--- config.mk ---
export PLATFORM = sky130hd
export DESIGN_NAME = mips_mc_ctrl
export DESIGN_NICKNAME = d
export VERILOG_FILES = /design/src/rtl/mips_mc_ctrl.sv
export SDC_FILE = /design/constraint.sdc
export NUM_CORES = 1
export LEC_CHECK = 0
export CAP_MARGIN = 30
export CORE_MARGIN = 2
export CORE_UTILIZATION = 43
export CTS_CLUSTER_DIAMETER = 150
export CTS_CLUSTER_SIZE = 25
export DETAILED_ROUTE_END_ITERATION = 10
export PLACE_DENSITY = 0.76
export SLEW_MARGIN = 20
export SYNTH_ARGS = -nofsm -noshare
export SYNTH_HDL_FRONTEND = slang
export SYNTH_SLANG_ARGS = --single-unit
--- constraint.sdc ---
create_clock -name clk -period 1.7 [get_ports clk]
set_input_delay 0.34 -clock clk [delete_from_list [all_inputs] [get_ports clk]]
set_output_delay 0.34 -clock clk [all_outputs]
set_load 0.02 [all_outputs]
--- src/rtl/mips_mc_ctrl.sv ---
// Multicycle MIPS control unit: Moore FSM that sequences fetch, decode and
// per-class execute steps, and counts completed instructions.
module mips_mc_ctrl (
  input  logic        clk,
  input  logic        reset,
  input  logic [5:0]  op,
  input  logic [5:0]  funct,
  input  logic        zero,
  output logic        pc_we,
  output logic        ir_we,
  output logic        i_or_d,
  output logic        mem_we,
  output logic        reg_we,
  output logic        reg_dst,
  output logic        mem_to_reg,
  output logic        alu_src_a,
  output logic        jal_sel,
  output logic        halted,
  output logic [1:0]  alu_src_b,
  output logic [1:0]  pc_src,
  output logic [2:0]  alu_control,
  output logic [3:0]  state,
  output logic [31:0] retired
);

  localparam logic [3:0] S_FETCH    = 4'd0;
  localparam logic [3:0] S_DECODE   = 4'd1;
  localparam logic [3:0] S_MEMADR   = 4'd2;
  localparam logic [3:0] S_MEMRD    = 4'd3;
  localparam logic [3:0] S_MEMWB    = 4'd4;
  localparam logic [3:0] S_MEMWR    = 4'd5;
  localparam logic [3:0] S_RTEXEC   = 4'd6;
  localparam logic [3:0] S_ALUWB    = 4'd7;
  localparam logic [3:0] S_BRANCH   = 4'd8;
  localparam logic [3:0] S_ADDIEXEC = 4'd9;
  localparam logic [3:0] S_ADDIWB   = 4'd10;
  localparam logic [3:0] S_JAL      = 4'd11;
  localparam logic [3:0] S_JR       = 4'd12;
  localparam logic [3:0] S_HALT     = 4'd13;

  logic [3:0] state_q;
  logic [3:0] next_state;
  logic       rtype_ok;
  logic       retire;
  logic       pc_we_raw;
  logic       ir_we_raw;
  logic       mem_we_raw;
  logic       reg_we_raw;

  assign state = state_q;

  always_comb begin
    rtype_ok = 1'b0;
    case (funct)
      6'b000000, 6'b000010, 6'b100000, 6'b100010,
      6'b100100, 6'b100101, 6'b101010: rtype_ok = 1'b1;
      default:                         rtype_ok = 1'b0;
    endcase
  end

  always_comb begin
    next_state = S_FETCH;
    case (state_q)
      S_FETCH:  next_state = S_DECODE;
      S_DECODE: begin
        case (op)
          6'b100011, 6'b101011: next_state = S_MEMADR;
          6'b000000: begin
            if (rtype_ok)                next_state = S_RTEXEC;
            else if (funct == 6'b001000) next_state = S_JR;
            else                         next_state = S_HALT;
          end
          6'b000100, 6'b000101: next_state = S_BRANCH;
          6'b001000:            next_state = S_ADDIEXEC;
          6'b000011:            next_state = S_JAL;
          default:              next_state = S_HALT;
        endcase
      end
      S_MEMADR:   next_state = (op == 6'b100011) ? S_MEMRD : S_MEMWR;
      S_MEMRD:    next_state = S_MEMWB;
      S_RTEXEC:   next_state = S_ALUWB;
      S_ADDIEXEC: next_state = S_ADDIWB;
      S_HALT:     next_state = S_HALT;
      default:    next_state = S_FETCH;
    endcase
  end

  // Only states that finish an instruction count toward retired on return to FETCH.
  always_comb begin
    retire = 1'b0;
    case (state_q)
      S_MEMWB, S_MEMWR, S_ALUWB, S_BRANCH,
      S_ADDIWB, S_JAL, S_JR: retire = 1'b1;
      default:               retire = 1'b0;
    endcase
  end

  always_ff @(posedge clk) begin
    if (reset) begin
      state_q <= S_FETCH;
      retired <= 32'd0;
    end else begin
      state_q <= next_state;
      if (retire && (next_state == S_FETCH))
        retired <= retired + 32'd1;
    end
  end

  always_comb begin
    pc_we_raw   = 1'b0;
    ir_we_raw   = 1'b0;
    mem_we_raw  = 1'b0;
    reg_we_raw  = 1'b0;
    i_or_d      = 1'b0;
    reg_dst     = 1'b0;
    mem_to_reg  = 1'b0;
    alu_src_a   = 1'b0;
    jal_sel     = 1'b0;
    halted      = 1'b0;
    alu_src_b   = 2'b00;
    pc_src      = 2'b00;
    alu_control = 3'b000;
    case (state_q)
      S_FETCH: begin
        ir_we_raw   = 1'b1;
        alu_src_b   = 2'b01;
        alu_control = 3'b010;
        pc_we_raw   = 1'b1;
      end
      S_DECODE: begin
        alu_src_b   = 2'b11;
        alu_control = 3'b010;
      end
      S_MEMADR, S_ADDIEXEC: begin
        alu_src_a   = 1'b1;
        alu_src_b   = 2'b10;
        alu_control = 3'b010;
      end
      S_MEMRD: i_or_d = 1'b1;
      S_MEMWB: begin
        reg_we_raw = 1'b1;
        mem_to_reg = 1'b1;
      end
      S_MEMWR: begin
        i_or_d     = 1'b1;
        mem_we_raw = 1'b1;
      end
      S_RTEXEC: begin
        alu_src_a = 1'b1;
        case (funct)
          6'b000000: alu_control = 3'b100;
          6'b000010: alu_control = 3'b101;
          6'b100000: alu_control = 3'b010;
          6'b100010: alu_control = 3'b110;
          6'b100100: alu_control = 3'b000;
          6'b100101: alu_control = 3'b001;
          6'b101010: alu_control = 3'b111;
          default:   alu_control = 3'b000;
        endcase
      end
      S_ALUWB: begin
        reg_we_raw = 1'b1;
        reg_dst    = 1'b1;
      end
      S_BRANCH: begin
        alu_src_a   = 1'b1;
        alu_control = 3'b110;
        pc_src      = 2'b01;
        pc_we_raw   = zero ^ (op == 6'b000101);
      end
      S_ADDIWB: reg_we_raw = 1'b1;
      S_JAL: begin
        reg_we_raw = 1'b1;
        jal_sel    = 1'b1;
        pc_src     = 2'b10;
        pc_we_raw  = 1'b1;
      end
      S_JR: begin
        pc_src    = 2'b11;
        pc_we_raw = 1'b1;
      end
      S_HALT: halted = 1'b1;
      default: ;
    endcase
  end

  // Write enables are suppressed for the whole reset cycle, whatever state we are in.
  assign pc_we  = pc_we_raw  & ~reset;
  assign ir_we  = ir_we_raw  & ~reset;
  assign mem_we = mem_we_raw & ~reset;
  assign reg_we = reg_we_raw & ~reset;

endmodule

==> summary.txt <==
R2R Path Start -> state[0]
Hold path depth -> 2
CTS clock-pin slew for the worst setup and hold paths -> 90 ps
CTS Sinks -> 36
Crit path kind -> reg2reg
Die H -> 78.0 µm
Failing checks -> negative setup slack
Clk root buf -> clkbuf_8
Min-delay src -> retired[30]
Die X -> 78.0 µm
Complex-gate fraction of the synthesized area -> 20.2%
Layout Cells excl Fill -> 547
Placement Setup Slack -> -926 ps
LEAKAGE -> 0.00226 µW
Core Rows -> 26
Post-synth ARST share -> 0%
Power after layout -> 3730 µW
Cells after Synth -> 300
FF+latch area -> 768 µm²
Max Slew Vio Count -> 0
Max VDD drop -> 0.664 mV
Simple-Gate Fraction of Synth Area -> 37.2%
DRC -> 0
Vias -> 3611
Post-route cell area -> 4770 µm²
PortBufs -> 67
Avg Inst Size Synth -> 7.85 µm²
Xor-xnor portion of the synthesized cell area -> 1.12%
Number of synthesized register bits -> 36
Area growth from synthesis to layout -> 102%
Ys flop type -> dfxtp_1
Max_cap viols -> 0
Vias per cell -> 6.60
Worst-Skew Late Latency -> 310 ps
Total Negative Setup Slacks -> -6150 ps
Share of layout cells above drive strength 1 -> 55.1%
TritonCTS clock tree -> built
Routability-driven placement congestion ratio -> 0.879
Worst Path Arrival -> 2120 ps
Final setup skew -> 16.6 ps
Worst hold endpoint -> retired[30]
Hold crit path type -> reg2reg
CP Launch Type -> flip-flop
Drt first pass iters -> 7
Worst EP required -> 1880 ps
Combinational family with the most area after synthesis -> simple AND/OR/NAND/NOR gates
Initial Utilization -> 45.3%
Warnings, synthesis -> 0
Total Wirelength -> 12500 µm
Final worst-path setup slack -> -237 ps
Reg-to-Reg End -> retired[20]
HPWL Detailed -> 5580 µm
# diodes -> 0
Post-layout net count -> 492
Multi-input gate area -> 2010 µm²
Seq/Total Area, Yosys -> 30.6%
Fin crit share -> 114%
Initial antenna violation count -> 0
DR iter-0 viols -> 386
Largest net degree at the start of global routing -> 32
Num ports -> 68
CORE AREA -> 5200 µm²
Cell Area, Placed -> 3880 µm²
Net Count, Synth -> 316
Tmin final -> 1940 ps
Routed Antenna Nets -> 0
Total CTS buffers -> 5
All-Layer GR Usage -> 32.2%
R2r worst-path depth -> 8
Grt ovf -> 0
Max Root-Sink Buffers -> 2
H-tree depth -> 2
Outcome -> finished, violations left
Post-synthesis adder-cell area fraction -> 0.531%
R2r setup slk -> -240 ps
CP Max Fanout -> 9
Mux share of post-synthesis cell area -> 4.67%
Yosys cell types -> 50
Number of synthesized flops with an enable pin -> 0
First-pass GRT wire length -> 15700 µm
Max Clk Rate -> 516 MHz
Placed Instances -> 511
Fillers -> 197
Die area -> 6090 µm²
Drt wl/cell -> 22.9 µm
Synth Cell Area -> 2360 µm²
Max-slew headroom -> 70.1%
Hold Fails Final Rpt -> 0
Vias in the first global route -> 3237
PD cells -> 781 nW/µm²
# setup viols final -> 45
Slew at the pin closest to its max-slew limit -> 445 ps
CTS Hold Bufs -> 0
RSZ-0062 raised after global routing -> yes
Crit. End Element -> flip-flop
==> synth_stat cells, types with 2 or more instances <==
cell / instances / area [µm²]
a211oi_1: 2 / 15.0
a21oi_1: 32 / 160
and4_1: 9 / 78.8
buf_2: 6 / 30.0
clkbuf_1: 12 / 45.0
dfxtp_1: 36 / 721
inv_1: 11 / 41.3
mux2_2: 8 / 90.1
mux2i_1: 2 / 20.0
nand2_1: 15 / 56.3
nand2b_1: 8 / 50.1
nand3_1: 11 / 55.1
nand4_1: 7 / 43.8
nand4bb_1: 2 / 22.5
nor2_1: 26 / 97.6
nor2b_1: 9 / 56.3
nor3_1: 12 / 60.1
nor4_1: 7 / 43.8
o2111ai_1: 2 / 17.5
o21ai_0: 9 / 45.0
o22ai_1: 5 / 31.3
o31ai_1: 17 / 128
or3_1: 9 / 56.3
or4_1: 16 / 120
xor2_1: 2 / 17.5
==> cell type report <==
type	count	share of cell area, %
sequential	36	16.1
timing repair buffer	189	36.5
clock buffer	8	2.54
inverter	11	0.866
multi-input combinational	233	42.2
tap	70	1.84
==> state kept, by name, summed over array words and instances, names as in the netlist <==
name and count:
retired 32, state 4
==> kinds of logic after synthesis <==
logic type,after synthesis
fa+ha+maj,1
compound gates,75
buf+inv,31
xor+xnor,3
flops,36
simple gates,144
mux,10
==> how the worst max path moves through the flow <==
stage | start | slack, ps | to | depth (start not counted)
floorplan | state[0] | -40 | pc_we | 5
global placement | op[1] | -940 | pc_we | 7
detailed placement | op[1] | -930 | pc_we | 7
CTS | state[2] | -140 | retired[12] | 7
global route | state[0] | -280 | retired[11] | 7
finish | state[0] | -240 | retired[20] | 8
==> worst max-delay path: stages, from the launching register on <==
cell and delay, ps:
dfxtp_2 410, buf_8 170, nand3b_1 220, o211ai_4 160
buf_4 180, buf_12 120, buf_4 130, o31ai_1 290
a21oi_1 130
==> cell usage in the layout, fill, tap and decap left out, drive strengths merged, types with 9 or more instances in the layout <==
cell type,n
a21oi,32
and4,9
buf,142
clkbuf,10
dfxtp,36
dlygate4sd2,21
dlymetal6s2s,16
inv,11
nand2,15
nand3,12
nand4,9
nor2,26
nor2b,9
nor3,12
o21ai,9
o31ai,17
or3,10
or4,16
==> where the power goes <==
part / internal (µW) / total [µW] / switching (µW)
Combinational: 996 / 1940 / 943
Sequential: 888 / 967 / 78.5
Clock: 460 / 821 / 361
Total: 2340 / 3730 / 1380
==> per-stage QoR <==
step / hold slack [ps] / util (%)
6_report: 553 / 91.6
5_1_grt: 566 / 91.6
4_1_cts: 489 / 84.7
3_5_place_dp: 473 / 74.5
3_3_place_gp: 465 / 74.5
2_1_floorplan: 492 / -
==> repair_timing <==
action | CTS | global route
cloned | 1 | 1
resized for setup | 198 | 78
setup buffers | 15 | 14
pin swaps | 43 | 28
setup endpoints to repair | 61 | 63
==> routing by layer <==
layer	track usage (%)	part of all wire, %	wire (µm)
met5	0	0	0
met4	17.2	6.9	861
met3	5.40	9.0	1130
met1	37.7	37	4570
met2	56.3	48	5960
No activity file was read; power rests on OpenSTA's default activity.
